**src/rtl/network_config_pkg.sv**
```systemverilog
// rtl/network_config_pkg.sv - network core geometry shared by the host-side blocks
package network_config;

    localparam int NET_NUM_INP      = 2;
    localparam int NET_CHARGE_WIDTH = 8;

endpackage

```
**src/rtl/scheduler_config_pkg.sv**
```systemverilog
// rtl/scheduler_config_pkg.sv - scheduler state encoding and command packet layout
package scheduler_config;

    import network_config::*;

    typedef enum logic [1:0] {
        ST_IDLE  = 2'd0,
        ST_CLEAR = 2'd1,
        ST_RUN   = 2'd2,
        ST_DONE  = 2'd3
    } sched_state_t;

    // Packet is {clr, run, charge[0], ..., charge[N-1], count}; offsets depend on the count width.
    localparam int CNT_LSB = 0;

    function automatic int CHG_LSB(input int run_width);
        return CNT_LSB + run_width;
    endfunction

    function automatic int RUN_BIT(input int run_width);
        return CHG_LSB(run_width) + NET_NUM_INP * NET_CHARGE_WIDTH;
    endfunction

    function automatic int CLR_BIT(input int run_width);
        return RUN_BIT(run_width) + 1;
    endfunction

    function automatic int SCH_SRC_WIDTH(input int run_width);
        return 2 + NET_NUM_INP * NET_CHARGE_WIDTH + run_width;
    endfunction

endpackage

```
**src/rtl/charge_sat_add.sv**
```systemverilog
// rtl/charge_sat_add.sv - signed saturating adder for one staged input charge
module charge_sat_add #(
    parameter int WIDTH = 8
) (
    input  logic signed [WIDTH-1:0] a,
    input  logic signed [WIDTH-1:0] b,
    output logic signed [WIDTH-1:0] sum
);

    localparam logic [WIDTH-1:0] MAX_VAL = {1'b0, {(WIDTH-1){1'b1}}};
    localparam logic [WIDTH-1:0] MIN_VAL = {1'b1, {(WIDTH-1){1'b0}}};

    logic [WIDTH:0] wide;

    assign wide = {a[WIDTH-1], a} + {b[WIDTH-1], b};

    // Top two bits disagree only when the true sum left the representable range.
    always_comb begin
        sum = wide[WIDTH-1:0];
        if (wide[WIDTH] != wide[WIDTH-1]) begin
            sum = wide[WIDTH] ? MIN_VAL : MAX_VAL;
        end
    end

endmodule

```
**src/rtl/network_run_scheduler.sv**
```systemverilog
// rtl/network_run_scheduler.sv - stages host charges and drives clear/run cycles into the network core
module network_run_scheduler
    import network_config::*;
    import scheduler_config::*;
#(
    parameter int  RUN_WIDTH = 16,
    localparam int SRC_W     = SCH_SRC_WIDTH(RUN_WIDTH)
) (
    input  logic                               clk,
    input  logic                               rst,
    input  logic                               src_valid,
    output logic                               src_ready,
    input  logic [SRC_W-1:0]                   src,
    input  logic                               net_ready,
    output logic                               net_valid,
    output logic                               net_clr,
    output logic signed [NET_CHARGE_WIDTH-1:0] net_inp [0:NET_NUM_INP-1],
    output logic                               out_ready,
    output logic                               busy
);

    localparam int NI    = NET_NUM_INP;
    localparam int CW    = NET_CHARGE_WIDTH;
    localparam int CLR_B = CLR_BIT(RUN_WIDTH);
    localparam int RUN_B = RUN_BIT(RUN_WIDTH);
    localparam int CHG_L = CHG_LSB(RUN_WIDTH);
    localparam logic [RUN_WIDTH-1:0] ONE = {{(RUN_WIDTH-1){1'b0}}, 1'b1};

    sched_state_t          state;
    logic [RUN_WIDTH-1:0]  remaining;
    logic                  first;
    logic                  run_q;
    logic signed [CW-1:0]  staged [0:NI-1];
    logic signed [CW-1:0]  charge [0:NI-1];
    logic signed [CW-1:0]  acc    [0:NI-1];

    logic                  pkt_clr;
    logic                  pkt_run;
    logic [RUN_WIDTH-1:0]  pkt_count;
    logic                  accept;

    assign pkt_clr   = src[CLR_B];
    assign pkt_run   = src[RUN_B];
    assign pkt_count = src[CNT_LSB +: RUN_WIDTH];
    assign accept    = src_valid & src_ready;

    // Input 0 sits in the most significant charge slot.
    always_comb begin
        for (int i = 0; i < NI; i++) begin
            charge[i] = src[CHG_L + (NI-1-i)*CW +: CW];
        end
    end

    for (genvar g = 0; g < NI; g++) begin : g_acc
        charge_sat_add #(.WIDTH(CW)) u_sat_add (
            .a   (staged[g]),
            .b   (charge[g]),
            .sum (acc[g])
        );
    end

    always_ff @(posedge clk) begin
        if (rst) begin
            state     <= ST_IDLE;
            remaining <= '0;
            first     <= 1'b0;
            run_q     <= 1'b0;
            for (int i = 0; i < NI; i++) staged[i] <= '0;
        end else begin
            case (state)
                ST_IDLE: begin
                    if (accept) begin
                        remaining <= pkt_count;
                        first     <= 1'b1;
                        run_q     <= pkt_run;
                        for (int i = 0; i < NI; i++) begin
                            staged[i] <= pkt_clr ? charge[i] : acc[i];
                        end
                        if (pkt_clr) begin
                            state <= ST_CLEAR;
                        end else if (pkt_run && (pkt_count != '0)) begin
                            state <= ST_RUN;
                        end
                    end
                end
                ST_CLEAR: begin
                    if (net_ready) begin
                        state <= (run_q && (remaining != '0)) ? ST_RUN : ST_IDLE;
                    end
                end
                ST_RUN: begin
                    if (net_ready) begin
                        remaining <= remaining - ONE;
                        // Charges are injected once; later cycles let the network evolve on its own.
                        if (first) begin
                            first <= 1'b0;
                            for (int i = 0; i < NI; i++) staged[i] <= '0;
                        end
                        if (remaining == ONE) begin
                            state <= ST_DONE;
                        end
                    end
                end
                ST_DONE: state <= ST_IDLE;
                default: state <= ST_IDLE;
            endcase
        end
    end

    assign src_ready = ~rst & (state == ST_IDLE);
    assign net_valid = ~rst & (state == ST_RUN);
    assign net_clr   = ~rst & (state == ST_CLEAR);
    assign out_ready = ~rst & (state == ST_DONE);
    assign busy      = ~rst & (state != ST_IDLE);

    always_comb begin
        for (int i = 0; i < NI; i++) begin
            net_inp[i] = (net_valid && first) ? staged[i] : '0;
        end
    end

endmodule

```
**config.mk**
```make
export PLATFORM = sky130hd
export DESIGN_NAME = network_run_scheduler
export DESIGN_NICKNAME = d
export VERILOG_FILES = /design/src/rtl/network_config_pkg.sv /design/src/rtl/scheduler_config_pkg.sv /design/src/rtl/charge_sat_add.sv /design/src/rtl/network_run_scheduler.sv
export SDC_FILE = /design/constraint.sdc
export NUM_CORES = 1
export LEC_CHECK = 0
export BUFFER_PORTS_ARGS = -buffer_cell sky130_fd_sc_hd__clkbuf_2
export CORE_MARGIN = 2
export CORE_UTILIZATION = 56
export DETAILED_ROUTE_END_ITERATION = 6
export HOLD_SLACK_MARGIN = 0.05
export PLACE_DENSITY_LB_ADDON = 0.08
export SLEW_MARGIN = 20
export SYNTH_ARGS = -nofsm -noshare
export SYNTH_HDL_FRONTEND = slang
export SYNTH_SLANG_ARGS = --single-unit
```
**constraint.sdc**
```tcl
create_clock -name clk -period 3.4 [get_ports clk]
set_clock_uncertainty 0.2 [all_clocks]
set_input_delay 0 -clock clk [delete_from_list [all_inputs] [get_ports clk]]
set_output_delay 0 -clock clk [all_outputs]
set_load 0.005 [all_outputs]
```
**Word-level counts from Yosys, hierarchy flattened**

Memories as Yosys holds them, arrays and structs flattened.
Cells that the tools add are included.

- Register bits after elaboration: 20
- Latch bits: 0
- RAM bits: 16
- Memory bits (read-only): 0
- Input bits: 38
- Output and inout bits: 21
- Word-level logic and storage cells: 78
- Memories: 1

- $add $sub $neg: 3
- Multiply operators: 0
- Divide/modulo/power cells: 0
- Magnitude comparators: 0
- Eq/ne operators: 11
- Shifts and indexed selects: 0
- Multiplexer cells: 37
- Bitwise operators: 11
- Reduce and logical (&&, ||, !) cells: 11

Memories:

| name | depth | bits a word | read ports | clocked after memory_dff | write ports | RTL line | source |
|---|---|---|---|---|---|---|---|
| staged | 2 | 8 | 2 | 0 | 2 | network_run_scheduler.sv:33 | `logic signed [CW-1:0] staged [0:NI-1];` |

Operators with widths:

| kind | number |
|---|---|
| 8-bit 2-to-1 mux | 12 |
| 16-bit 2-to-1 mux | 2 |
| 16-bit one-hot mux with 2 select lines | 1 |
| 16-bit nonzero test | 2 |
| 8-bit by 8-bit adder with 9-bit output | 2 |
| 16-bit by 1-bit == test with 1-bit output, second input constant | 1 |
| 16-bit by 1-bit subtractor with 16-bit output, second input constant | 1 |
| 2-bit 2-to-1 mux | 7 |
| 1-bit 2-to-1 mux | 13 |
| 2-bit inequality test, second input constant | 4 |
| 2-bit one-hot mux with 4 select lines | 1 |
| 1-bit AND | 6 |
| 5-bit AND reduction | 1 |
| 2-bit == test, second input constant | 2 |
| 1-bit bitwise OR | 4 |
| 2-bit nonzero test | 2 |
| 1-bit logical AND | 3 |
| 3-bit inequality test, second input constant | 1 |
| 3-bit AND reduction | 1 |
| 2-bit by 1-bit == test with 1-bit output, second input constant | 1 |
| 2-bit zero test | 1 |
| 1-bit inequality test | 2 |
| 1-bit one-hot mux with 2 select lines | 1 |
| 2-bit AND reduction | 1 |
| 1-bit NOT | 1 |

**Longest topological paths before layout**

- Depth after elaboration: 9
- Depth in mapped cells: 10
- Mapped depth without buffers: 9

**Hierarchy**

From an unflattened synthesis, not the netlist that was laid out.

- Cells, all modules: 438
- Area, all modules: 3462.1 µm²

Modules (own cells, without submodules):

| module | instances | cells each | area each (µm²) | sequential area each (µm²) |
|---|---|---|---|---|
| network_run_scheduler | 1 | 253 | 2234.6 | 880.8 |
| charge_sat_add (g_acc[1].u_sat_add) | 1 | 94 | 635.6 | 0.0 |
| charge_sat_add (g_acc[0].u_sat_add) | 1 | 91 | 591.8 | 0.0 |

**Least setup slack after synthesis**

Ideal clock, no wire load.

- Path type: register to register
- Start: mem staged[0][8] (netlist bit)
- End: mem staged[0][10] (netlist bit) (data pin)
- Setup time: 147 ps
- Data arrival time: 2034 ps
- Setup slack: 1019 ps
- Cell stages (with the launch flop): 10
- Path buffers: 0
- Clock period less this slack: 2381 ps
- Cell sequence: edfxtp_1 ha_1 inv_1 fa_1 nor2b_1 o2111ai_1 a31oi_1 o21ai_2 o311a_1 a21oi_1

RTL lines:

| item | RTL line |
|---|---|
| start: declaration | network_run_scheduler.sv:33 |

==> impl_results.md <==
* Mapped Area at 0.00308 mm²
* Pwr/cell area at 516 mW/mm²
* Drt wl/cell at 15.1 µm
* Prevailing post-synth register cell: dfxtp_1
* Worst hold slack at 51.8 ps
* Synth-to-Final Area Change at 30.4%
* Worst Min Path Start: src[24]
* Pleak at 1.74 nW
* Worst-Margin Slew at 745 ps
* Final HPWL DP at 5.51 mm
* Vias per inst at 5.78
* Switch share at 0.413
* Final min period at 2670 ps
* Clock share of power at 0.168
* CTS resizes at 0
* Vias in the first global route at 3,038
* Via count at 3,197
* CTS Sinks at 36
* Nets at 539
* WHS Path Cells at 4
* Critical Path AT at 2610 ps
* Worst-path clk slew at 80 ps
* CTS H-tree depth at 2
* Gr usage total at 0.279
* Most common cell after layout, fill and taps aside: clkbuf_2
* Fmax at 375 MHz
* Antenna Cells at 0
* Antenna violations before repair at 0
* First-pass GRT wire length at 13.9 mm
* Max-cap violations at 0
* Fin. max-slew vios at 0
* Status: complete, no violations
* Initial Util at 0.571
* Reg2reg end: staged[0][0]
* R2R Path Start: staged[0][0]
* Final Hold Viols at 0
* Max Root-Sink Buffers at 2
* Worst R2R Path Depth at 9
* Maximum VDD drop at 0.313 mV
* Worst-path fanout max at 14
* Largest net degree at the start of global routing at 26
* Yosys warns at 0
* Sequential power share at 0.303
* Asr flop ratio synth at 0
* 1st-iter DRT viols at 147
* Syn_nets at 438
* Area contributors post-synth: edfxtp_1 16%, dfxtp_1 13%, ha_1 7.7%
* Worst-Skew Late Latency at 290 ps
* Placed cells at 495
* #FFs+latches synth at 36
* Post-CTS setup buffer count at 0
* FP Rows at 27
* TritonCTS buffer count at 5
* P_sw at 0.000856 W
* Die Height at 78.2 µm
* Worst Hold End: staged[0][0]
* Unrepaired setup endpoints after global routing: no
* Slew HR at 0.502
* Post-synth top area cell: edfxtp_1
* CTS Root Cell: clkbuf_8
* Total die area at 0.00612 mm²
* Drc violations at 0
* Crit start category: flip-flop
* Mean Syn Cell Area at 8.14 µm²
* Period utilisation layout at 0.784
* Crit path required time at 3340 ps
* Yosys top cell area share at 0.156
* Core area at 0.00541 mm²
* Kind of critical path: flip-flop to flip-flop
* Share of layout cells above drive strength 1 at 0.189
* Post-Route WL at 8.37 mm
* Worst hold path class: input port to flip-flop
* Finished Layout Cells at 553
* Grt ovf at 0
* Number of flops mapped to enable cells by yosys at 16
* Most frequent cells in the layout: 58 x clkbuf_2, 50 x dlygate4sd3_1, 41 x a21oi_1
* R2R Setup Slk at 730 ps
* Internal power at 0.00122 W
* Hold-fix buffers at CTS at 50
* DRT antenna net count at 0
* Final setup viols at 0
* Post-synthesis cell type count at 59
* Ports at 59
* Die Span X at 78.2 µm
* TNS Setup at 0 ps
* CTS tree: built
* Final GP Congestion at 0.863
* Comb pwr share at 0.529
* CP Capture Type: flip-flop
* Drt pass-1 iters at 4
* Sequential fraction of the synthesis area at 0.286
* Syn Inst Count at 379
* Number of buffers added on ports at 58
-- final cells by class --
| type | instances | area [µm²] |
|---|---|---|
| clock buffer | 8 | 100 |
| inverter | 14 | 52.6 |
| sequential | 36 | 881 |
| multi-input combinational | 309 | 2060 |
| tap | 72 | 90.1 |
| timing repair buffer | 114 | 836 |
| fill | 416 | 1380 |
-- power groups by stage --
stage / Clock, W / Combinational [W] / Sequential, W
after floorplan: 0 / 0.000815 / 0.000602
after global placement: 0 / 0.000977 / 0.000631
after detailed placement: 0 / 0.000999 / 0.000637
after CTS: 0.000355 / 0.00108 / 0.000628
after global routing: 0.000362 / 0.00122 / 0.000640
final: 0.000349 / 0.00110 / 0.000628
-- cells in the mapped netlist (3+ instances only) --
master and number:
o211ai_1 3, a31oi_1 3, dfxtp_1 20, a211oi_1 6
a311oi_1 4, o21ai_1 3, o21a_1 3, a21o_1 6
nor4_1 7, nor2_1 34, xnor2_1 6, inv_1 14
nand2b_1 8, o21ai_0 31, nor3_1 10, a21oi_1 41
edfxtp_1 16, nand2_1 34, ha_1 19, and2_1 17
clkbuf_1 15, maj3_2 7, nand3b_1 3, nor2b_1 7
a22oi_1 4, buf_2 4, nand3_1 10
-- flip-flops by register name, indices dropped and copies added (netlist names) --
name	count
remaining	16
run_q	1
first	1
staged	16
state	2
-- kinds of logic after synthesis --
| kind of cell | synth area share |
|---|---|
| compound gates | 0.259 |
| buf+inv | 0.0454 |
| fa+ha+maj | 0.116 |
| simple gates | 0.255 |
| xor+xnor | 0.0333 |
| mux | 0.00649 |
| flops | 0.286 |
-- stage by stage --
step,setup WS [ps],utilization,total power (W),area (µm²)
global placement,854,0.633,0.00161,3420
CTS,733,0.744,0.00207,4020
floorplan,1020,-,0.00142,3080
detailed placement,759,0.633,0.00164,3420
global route,497,0.744,0.00222,4020
finish,733,0.744,0.00208,4020
-- how the worst max path moves through the flow --
stage	start	to	slack [ps]	cells after the start
CTS	staged[0][0]	staged[0][0]	730	9
finish	staged[0][0]	staged[0][0]	730	9
detailed placement	staged[0][0]	staged[0][0]	760	9
global route	staged[0][0]	staged[0][0]	500	9
floorplan	staged[0][8]	staged[0][10]	1020	9
global placement	staged[0][0]	staged[0][1]	850	9
-- layer usage --
layer / up-vias / track usage / routed length, µm
li1: 1595 / - / -
met1: 1503 / 0.322 / 3570
met2: 94 / 0.547 / 4430
met3: 5 / 0.0299 / 330
met4: 0 / 0.0596 / 50
met5: - / 0 / 0
-- critical path, stage by stage, from the launching register on --
cell,delay [ps]
edfxtp_1,350
ha_1,170
inv_1,50
fa_1,410
nor2b_1,150
o31a_1,240
o41ai_4,90
a21oi_2,460
a311oi_1,190
a21oi_1,210
(Power assumes the default switching activity.)
